<file path="config.mk">
export PLATFORM = sky130hd
export DESIGN_NAME = keypad_scanner
export DESIGN_NICKNAME = d
export VERILOG_FILES = /design/src/rtl/keypad_scanner.sv
export SDC_FILE = /design/constraint.sdc
export NUM_CORES = 1
export LEC_CHECK = 0
export BUFFER_PORTS_ARGS = -buffer_cell sky130_fd_sc_hd__buf_2
export CAP_MARGIN = 25
export CELL_PAD_IN_SITES_DETAIL_PLACEMENT = 0
export CELL_PAD_IN_SITES_GLOBAL_PLACEMENT = 2
export CORE_ASPECT_RATIO = 1.5
export CORE_UTILIZATION = 39
export DETAILED_ROUTE_END_ITERATION = 10
export PLACE_DENSITY_LB_ADDON = 0.1
export SETUP_SLACK_MARGIN = 0.4
export SKIP_LAST_GASP = 1
export SLEW_MARGIN = 10
export SYNTH_ARGS = -nofsm -noshare
export SYNTH_HDL_FRONTEND = slang
export SYNTH_SLANG_ARGS = --single-unit
export TNS_END_PERCENT = 1
</file>
<file path="constraint.sdc">
create_clock -name clk -period 3 [get_ports clk]
set_input_delay 0 -clock clk [delete_from_list [all_inputs] [get_ports clk]]
set_output_delay 0 -clock clk [all_outputs]
set_load 0.02 [all_outputs]
</file>
<file path="src/rtl/keypad_scanner.sv">
// keypad_scanner: scans a 4x4 active-low keypad one column at a time,
// debounces every key with its own small counter, and reports new presses
// as a one-cycle event carrying the key index.
module keypad_scanner #(
    parameter int SCAN_DIV = 1000,
    parameter int DEBOUNCE = 4
) (
    input  logic        clk,
    input  logic        reset,
    input  logic [3:0]  row_in,
    output logic [3:0]  col_drive,
    output logic [15:0] keypad_matrix,
    output logic        key_event,
    output logic [3:0]  key_code
);

    localparam logic [15:0] DIV_LAST = 16'(SCAN_DIV - 1);
    localparam logic [2:0]  DEB_LAST = 3'(DEBOUNCE - 1);

    logic [3:0]        r_rowMeta;
    logic [3:0]        r_rowSync;
    logic [15:0]       r_divCnt;
    logic [1:0]        r_colIdx;
    logic [3:0]        r_colDrive;
    logic [15:0]       r_matrix;
    logic [15:0][2:0]  r_cnt;
    logic              r_keyEvent;
    logic [3:0]        r_keyCode;

    logic              w_sampleEdge;
    logic [1:0]        w_colNext;
    logic [3:0]        w_rawCol;
    logic [15:0]       w_matrixNext;
    logic [15:0][2:0]  w_cntNext;
    logic [15:0]       w_rise;
    logic              w_anyRise;
    logic [3:0]        w_riseCode;

    // The column is driven for a full divider period and sampled on its last cycle.
    assign w_sampleEdge = (r_divCnt == DIV_LAST);
    assign w_colNext    = r_colIdx + 2'd1;
    assign w_rawCol     = ~r_rowSync;

    // Two-flop synchronizer for the asynchronous rows; idle rows read as pulled up.
    always_ff @(posedge clk or negedge reset) begin
        if (!reset) begin
            r_rowMeta <= 4'b1111;
            r_rowSync <= 4'b1111;
        end else begin
            r_rowMeta <= row_in;
            r_rowSync <= r_rowMeta;
        end
    end

    // Scan divider and column strobe; the strobe moves on the sample edge.
    always_ff @(posedge clk or negedge reset) begin
        if (!reset) begin
            r_divCnt   <= '0;
            r_colIdx   <= '0;
            r_colDrive <= 4'b1110;
        end else if (w_sampleEdge) begin
            r_divCnt   <= '0;
            r_colIdx   <= w_colNext;
            r_colDrive <= ~(4'b0001 << w_colNext);
        end else begin
            r_divCnt   <= r_divCnt + 16'd1;
        end
    end

    // Per-key debounce: only the four keys of the sampled column move on a sample edge.
    always_comb begin
        w_matrixNext = r_matrix;
        w_cntNext    = r_cnt;
        if (w_sampleEdge) begin
            for (int k = 0; k < 16; k++) begin
                if (2'(k) == r_colIdx) begin
                    if (w_rawCol[k >> 2] == r_matrix[k]) begin
                        w_cntNext[k] = 3'd0;
                    end else if (r_cnt[k] == DEB_LAST) begin
                        w_matrixNext[k] = w_rawCol[k >> 2];
                        w_cntNext[k]    = 3'd0;
                    end else begin
                        w_cntNext[k] = r_cnt[k] + 3'd1;
                    end
                end
            end
        end
    end

    // New presses only; the lowest index wins when several land together.
    always_comb begin
        w_rise     = w_matrixNext & ~r_matrix;
        w_anyRise  = |w_rise;
        w_riseCode = 4'd0;
        for (int k = 15; k >= 0; k--) begin
            if (w_rise[k]) begin
                w_riseCode = 4'(k);
            end
        end
    end

    // Debounced key state and per-key counters.
    always_ff @(posedge clk or negedge reset) begin
        if (!reset) begin
            r_matrix <= '0;
            r_cnt    <= '0;
        end else begin
            r_matrix <= w_matrixNext;
            r_cnt    <= w_cntNext;
        end
    end

    // Press event pulse; the code is held until the next press.
    always_ff @(posedge clk or negedge reset) begin
        if (!reset) begin
            r_keyEvent <= 1'b0;
            r_keyCode  <= 4'd0;
        end else begin
            r_keyEvent <= w_anyRise;
            if (w_anyRise) begin
                r_keyCode <= w_riseCode;
            end
        end
    end

    assign col_drive     = r_colDrive;
    assign keypad_matrix = r_matrix;
    assign key_event     = r_keyEvent;
    assign key_code      = r_keyCode;

endmodule

</file>
==> run_results.csv, run 1 <==
group,metric,value,unit
setup_path,critical-path-top-cell-by-count,"or4_4",
logic_synthesis,synth.yosys.seq_area_share,51.4,%
route,avgRoutedWirePerCell,16.2,µm
clock_tree,cts_root_cell,"clkbuf_16",
setup_path,critPathMaxFanout,6,
route,drt-initial-drc-count,149,
power,power_per_unit_of_standard_cell_area,468,nW/µm²
placed_design,numPortBuffers,30,
power,vdd_drop_max,0.000232,V
logic_synthesis,synth.yosys.warnings,0,
die,placeableCoreArea,12100,µm²
route,drc,0,
placed_design,numPlacedInstances,677,
logic_synthesis,synth_seq_cells,99,
route,via_per_inst,5.23,
outcome,run_status,"completed",
timing,setup_tns,0,ns
setup_path,start_kind,"flip-flop",
logic_synthesis,synthDominantAreaCellType,"dfrtp_1",
route,firstDrtPassIters,4,
power,power.share.switching,21.4,%
cells_and_area,finalNetCount,572,
logic_synthesis,fraction_of_registers_with_async_set_reset,100,%
global_route,via_count_of_the_first_global_routing_pass,3578,
hold_path,holdCritPathClass,"in -> async",
cells_and_area,area_delta_synth_final,17.6,%
logic_synthesis,postSynthAreaPerCell,9.73,µm²
global_route,wire_length_of_the_first_global_routing_pass,18900,µm
setup_path,cp_slowest_cell,"or4_4",
timing,timing.fmax,397,MHz
logic_synthesis,synth_cell_type_count,48,
timing,finClkSkew,0.00683,ns
die,die_height,139,µm
die,floorplan.die_area,12900,µm²
placed_design,place_congestion,0.790,
logic_synthesis,netlist_area_before_placement,4850,µm²
setup_path,timing.critical_path.cells,"or4_4 -> or4_4 -> or3b_4 -> a41oi_4 -> nor4b_1 -> a31o_1",
logic_synthesis,dominantRegCellSynth,"dfrtp_1",
logic_synthesis,synth_largest_type_area_fraction,45.4,%
timing,relSlewSlack,56.5,%
placed_design,hpwlAfterDp,8100,µm
power,p_total,2.67,mW
global_route,groute.usage.overall,18.9,%
cells_and_area,n_antenna_cell,0,
clock_tree,source_to_sink_clock_delay_at_the_later_pin_of_the_worst_skew_pair,0.34,ns
timing,final_hold_viol_count,0,
logic_synthesis,synthesized_instance_count,498,
cells_and_area,post_route_non_filler_standard_cell_count,703,
global_route,pin_count_of_the_biggest_net_entering_global_routing,80,
die,die_x,93.0,µm
timing,rsz0062_at_grt,"no",
power,p_seq_share,50.9,%
clock_tree,tritoncts_clock_tree,"yes",
global_route,grt_antenna_before_repair,0,
run,maxCapViolations,0,
timing,timing_worst_slew_pin_value,0.644,ns
setup_path,cp_slowest_stage_delay,0.59,ns
die,floorplan.rows,49,
timing,final_cycle_share,83.9,%
timing,post-route-min-period,2.52,ns
logic_synthesis,count_of_flip_flops_with_a_built_in_enable_after_synthesis,0,
timing,maxSlewViolCount,0,
global_route,overflow,0,
die,num_io_pins,31,
power,clkPwrFrac,46.5,%
power,switchingPower,0.570,mW
route,postRouteAntennaNets,0,
setup_path,crit_path_capture_type,"flip-flop",
route,vias,3675,
power,cell_internal_pwr,2.10,mW
clock_tree,num_clock_sinks,99,
clock_tree,cts_made_buffers,9,
setup_path,worst-endpoint-required,3.24,ns
clock_tree,h-tree-depth,3,
route,routed_wl,11400,µm
clock_tree,cts-root-to-sink-buffers,2,
cells_and_area,post_route_cells_drive_above_1_share,16.2,%
logic_synthesis,ys_top_cells_by_area,"dfrtp_1, dfstp_2, ha_1",
setup_path,critical_path_arrival,2.76,ns
setup_path,critPathKind,"reg -> reg",
power,fraction_of_power_consumed_by_combinational_cells,2.6,%
clock_tree,cts.clk_slew.worst_paths,0.07,ns
logic_synthesis,syn_nets,525,
die,floorplan.initialDensity,40.1,%
power,leakage,2.68,nW
timing,report.final.setup_viol,0,
[path summary, 6_finish.rpt]
kind                            slack [ns]    startpoint           end  cells past startpoint
worst max-delay path                  0.48  r_divCnt[15]   key_code[1]                      6
worst min-delay path                  0.13         reset     r_cnt[27]                      2
worst max register to register        0.48  r_divCnt[15]   key_code[1]                      6
worst min register to register        0.36  r_rowMeta[0]  r_rowSync[0]                      0
max in group asynchronous             1.98         reset  col_drive[3]                      4
min in group clk                      0.29     row_in[1]  r_rowMeta[1]                      2
[power by group through the flow]
stage          Clock (mW)  Sequential, mW  Combinational [mW]
5_1_grt              1.34            1.36              0.0795
4_1_cts              1.28            1.36              0.0674
3_5_place_dp            0            1.38              0.0618
3_3_place_gp            0            1.38              0.0606
2_1_floorplan           0            1.37              0.0263
6_report             1.24            1.36              0.0689
[cell families after synthesis]
kind of cell / share of synthesized area [%]
compound gates: 11.9
xor+xnor: 5.60
fa+ha+maj: 5.42
buf+inv: 3.25
flops: 51.4
mux: 0.207
simple gates: 22.2
[stage by stage]
stage          util, %  setup WS, ns  hold slack (ns)  instance area, µm²
4_1_cts           46.4         0.418            0.284                5600
6_report          47.2         0.482            0.127                5700
3_5_place_dp      43.2         0.309            0.106                5220
2_1_floorplan        -         0.329           -0.296                4850
3_3_place_gp      43.2         0.328            0.105                5220
5_1_grt           47.2         0.405            0.161                5700
[synthesized netlist by cell type, drive strengths merged, types with 11 or more instances]
cell    count
a21oi      12
clkbuf     13
dfrtp      88
dfstp      11
ha         21
inv        22
nand2      65
nand3      25
nor2       61
nor2b      11
o21ai      43
o31ai      11
xor2       23
[timing repair]
action	CTS	global route
resized for setup	2	9
hold buffers	5	0
buffers inserted	0	4
hold endpoints to repair	73	0
pin swaps	1	4
setup endpoints to repair	2	5
[metal layers]
layer  routed length, µm  GRT usage, %  up-vias  share of wire [%]
met5                   0             0        -                  0
met2                5700          31.8       42                 50
met1                5280          24.7     1814                 46
li1                    -             -     1807                  -
met3                 259          3.40       12                2.3
met4                 180          5.67        0                1.6
[worst max-delay path: cells and delay by family, from the launching register on]
family	cells	cell delay, ns
simple gates	4	1.62
flops	1	0.39
compound gates	2	0.40
[registers in the layout, indices dropped and copies added (netlist names)]
register,flops
col_drive,4
key_code,4
key_event,1
keypad_matrix,16
r_cnt,48
r_colIdx,2
r_divCnt,16
r_rowMeta,4
r_rowSync,4
[placed cells by master (no fill, tap or decap), types with 3 or more instances in the layout]
master,count
dfrtp_1,88
nand2_1,65
nor2_1,61
o21ai_0,42
buf_2,29
nand3_1,25
xor2_1,23
inv_1,22
ha_1,20
buf_4,18
a21oi_1,12
nor2b_1,11
o31ai_1,11
dfstp_2,11
clkbuf_16,9
xnor2_1,8
nand4_1,7
and2_1,7
nand2b_1,6
a21o_1,6
nor4bb_1,6
o21a_1,6
o41ai_1,5
dlygate4sd3_1,5
or4_4,4
nor4_2,3
or4bb_1,3
[area by class of cell]
| class | instances | area, µm² |
|---|---|---|
| clock buffer | 10 | 229 |
| clock inverter | 6 | 88.8 |
| fill | 1165 | 6380 |
| timing repair buffer | 53 | 358 |
| tap | 153 | 191 |
| multi-input combinational | 360 | 2260 |
| sequential | 99 | 2490 |
| inverter | 22 | 82.6 |
No activity file was read; power rests on OpenSTA's default activity.
==> inputs of run 2 (changes only) <==
--- a/config.mk
+++ b/config.mk
@@ -10,7 +10,7 @@
 export CELL_PAD_IN_SITES_DETAIL_PLACEMENT = 0
 export CELL_PAD_IN_SITES_GLOBAL_PLACEMENT = 2
 export CORE_ASPECT_RATIO = 1.5
-export CORE_UTILIZATION = 39
+export CORE_UTILIZATION = 35
 export DETAILED_ROUTE_END_ITERATION = 10
 export PLACE_DENSITY_LB_ADDON = 0.1
 export SETUP_SLACK_MARGIN = 0.4
==> constraint.sdc (replaced) <==
create_clock -name clk -period 2.1 [get_ports clk]
set_input_delay 0 -clock clk [delete_from_list [all_inputs] [get_ports clk]]
set_output_delay 0 -clock clk [all_outputs]
set_load 0.02 [all_outputs]
==> run 2 against run 1 <==
Compared with the run above: the flow now finishes with violations (design-rule violations, negative setup slack); final cell count is 12% higher; register-to-register slack got worse by 0.86 ns; power grew 43%; largest cell class unchanged; first-iteration DRC count decreased by 33%; fmax increased by 1.7%; worst hold slack better by 0.032 ns; combinational power increased by 58%; core utilization shrank 0.62 points; wire length up 6.6%; die area grew 11%; via count up 5.4%.
==> run_results.csv, run 2 (synthesis results as in run 1) <==
group,metric,value,unit
route,drt-initial-drc-count,100,
setup_path,start_kind,"flip-flop",
timing,relSlewSlack,67.0,%
timing,final_hold_viol_count,0,
placed_design,place_congestion,0.824,
route,drc,4,
die,die_x,98.1,µm
power,switchingPower,0.826,mW
timing,final_cycle_share,118,%
cells_and_area,most_common_cell_after_layout_fill_and_taps_aside,"buf_4",
setup_path,cp_num_buf_inv,0,
clock_tree,num_clock_sinks,99,
die,die_height,146,µm
die,floorplan.rows,52,
hold_path,holdCritPathClass,"in -> async",
clock_tree,cts.clk_slew.worst_paths,0.07,ns
die,num_io_pins,31,
timing,timing_worst_slew_pin_value,0.494,ns
timing,final.setup.worst_slack,-0.377,ns
outcome,run_status,"complete, but fails checks",
timing,fin_worst_hold_slack,0.159,ns
route,firstDrtPassIters,7,
power,leakage,3.06,nW
setup_path,cp_slowest_stage_delay,0.57,ns
timing,rsz0062_at_grt,"yes",
cells_and_area,registers.top_by_ff_count,"r_cnt",
placed_design,numPlacedInstances,765,
power,clkPwrFrac,46.7,%
global_route,grt_antenna_before_repair,0,
route,routed_wl,12200,µm
route,via_per_inst,4.93,
setup_path,critical_path_arrival,2.70,ns
clock_tree,cts_root_cell,"clkbuf_16",
placed_design,numPortBuffers,30,
route,postRouteAntennaNets,0,
route,vias,3875,
die,placeableCoreArea,13500,µm²
power,p_seq_share,50.5,%
cells_and_area,n_antenna_cell,0,
placed_design,hpwlAfterDp,9290,µm
setup_path,critPathMaxFanout,3,
setup_path,cp_slowest_cell,"or4_4",
cells_and_area,area_delta_synth_final,30.0,%
power,vdd_drop_max,0.000406,V
die,floorplan.initialDensity,35.8,%
outcome,failed_checks,"design-rule violations, negative setup slack",
clock_tree,h-tree-depth,3,
clock_tree,source_to_sink_clock_delay_at_the_later_pin_of_the_worst_skew_pair,0.35,ns
timing,finClkSkew,0.00841,ns
cells_and_area,post_route_cells_drive_above_1_share,26.3,%
setup_path,worst-endpoint-required,2.32,ns
global_route,wire_length_of_the_first_global_routing_pass,20600,µm
timing,timing.fmax,404,MHz
power,power_per_unit_of_standard_cell_area,607,nW/µm²
run,maxCapViolations,0,
cells_and_area,mostFrequentLayoutCells,"buf_4, dfrtp_1, nand2_1",
clock_tree,cts-root-to-sink-buffers,2,
global_route,via_count_of_the_first_global_routing_pass,3987,
power,power.share.switching,21.6,%
timing,report.final.setup_viol,49,
die,floorplan.die_area,14300,µm²
route,avgRoutedWirePerCell,15.5,µm
cells_and_area,post_route_non_filler_standard_cell_count,786,
clock_tree,cts_made_buffers,9,
setup_path,critical-path-top-cell-by-count,"or4_4",
global_route,pin_count_of_the_biggest_net_entering_global_routing,49,
setup_path,timing.critical_path.cells,"or4_4 -> or4_4 -> or3b_4 -> a41oi_4 -> or3_4 -> o22ai_1",
global_route,groute.usage.overall,18.5,%
power,cell_internal_pwr,3.00,mW
global_route,overflow,0,
timing,post-route-min-period,2.48,ns
power,fraction_of_power_consumed_by_combinational_cells,2.8,%
cells_and_area,finalNetCount,646,
setup_path,critPathKind,"reg -> reg",
setup_path,timing.critical_path.max_delay_family,"simple AND/OR/NAND/NOR gates",
clock_tree,tritoncts_clock_tree,"yes",
cells_and_area,largest_register_ff_count,48,
timing,maxSlewViolCount,0,
setup_path,crit_path_capture_type,"flip-flop",
==> run 2: cell types whose count changed in the layout (fill, tap and decap cells not counted), sizes merged <==
cell / before / now
buf: 48 / 122
==> run 2: worst reg2reg max path: stages (launching register included) <==
cell	delay, ns
dfrtp_1	0.39
or4_4	0.55
or4_4	0.57
or3b_4	0.41
a41oi_4	0.18
or3_4	0.18
o22ai_1	0.08
==> run 2: layer usage <==
metal  GRT usage [%]  share of wire [%]
met3            2.54                2.1
met1            22.9                 45
met5               0                  0
met4            7.88                2.6
met2            32.1                 50
==> run 2: power by group through the flow <==
stage | clock (mW) | sequential (mW) | combinational [mW]
after CTS | 1.84 | 1.93 | 0.113
after floorplan | 0 | 1.96 | 0.0375
after global routing | 1.92 | 1.93 | 0.125
after detailed placement | 0 | 1.97 | 0.106
final | 1.79 | 1.93 | 0.109
after global placement | 0 | 1.97 | 0.104
==> run 2: path summary, 6_finish.rpt <==
kind / endpoint / from / slack [ns] / cells after the start
min: r_cnt[15] / reset / 0.16 / 2
max in group asynchronous: r_rowMeta[1] / reset / 1.24 / 3
max reg2reg: key_code[0] / r_divCnt[11] / -0.38 / 6
max: key_code[0] / r_divCnt[11] / -0.38 / 6
min reg2reg: r_rowSync[1] / r_rowMeta[1] / 0.36 / 0
min in group clk: r_rowMeta[3] / row_in[3] / 0.30 / 2
==> run 2: timing repair <==
| item | CTS | global route |
|---|---|---|
| buffers inserted | 0 | 0 |
| setup endpoints to repair | 85 | 89 |
| hold buffers | 5 | 0 |
| hold endpoints to repair | 37 | 0 |
| gates resized for setup | 9 | 4 |
| pin swaps | 2 | 0 |
==> run 2: stage by stage <==
| stage | total power, mW | worst slack (ns) | util (%) | TNS [ns] | instance area (µm²) |
|---|---|---|---|---|---|
| 2_1_floorplan | 2.00 | -0.571 | - | -5.78 | 4850 |
| 3_3_place_gp | 2.07 | -0.474 | 43.3 | -5.16 | 5860 |
| 3_5_place_dp | 2.07 | -0.454 | 43.3 | -6.86 | 5860 |
| 4_1_cts | 3.89 | -0.378 | 46.4 | -7.50 | 6280 |
| 5_1_grt | 3.98 | -0.441 | 46.6 | -13.58 | 6300 |
| 6_report | 3.83 | -0.377 | 46.6 | -6.41 | 6300 |
==> run 2: final cells by class <==
class                      count  area [µm²]
multi-input combinational    360        2280
inverter                      22        82.6
clock buffer                  10         229
fill                        1307        7230
sequential                    99        2490
clock inverter                 6        88.8
tap                          162         203
timing repair buffer         127         931
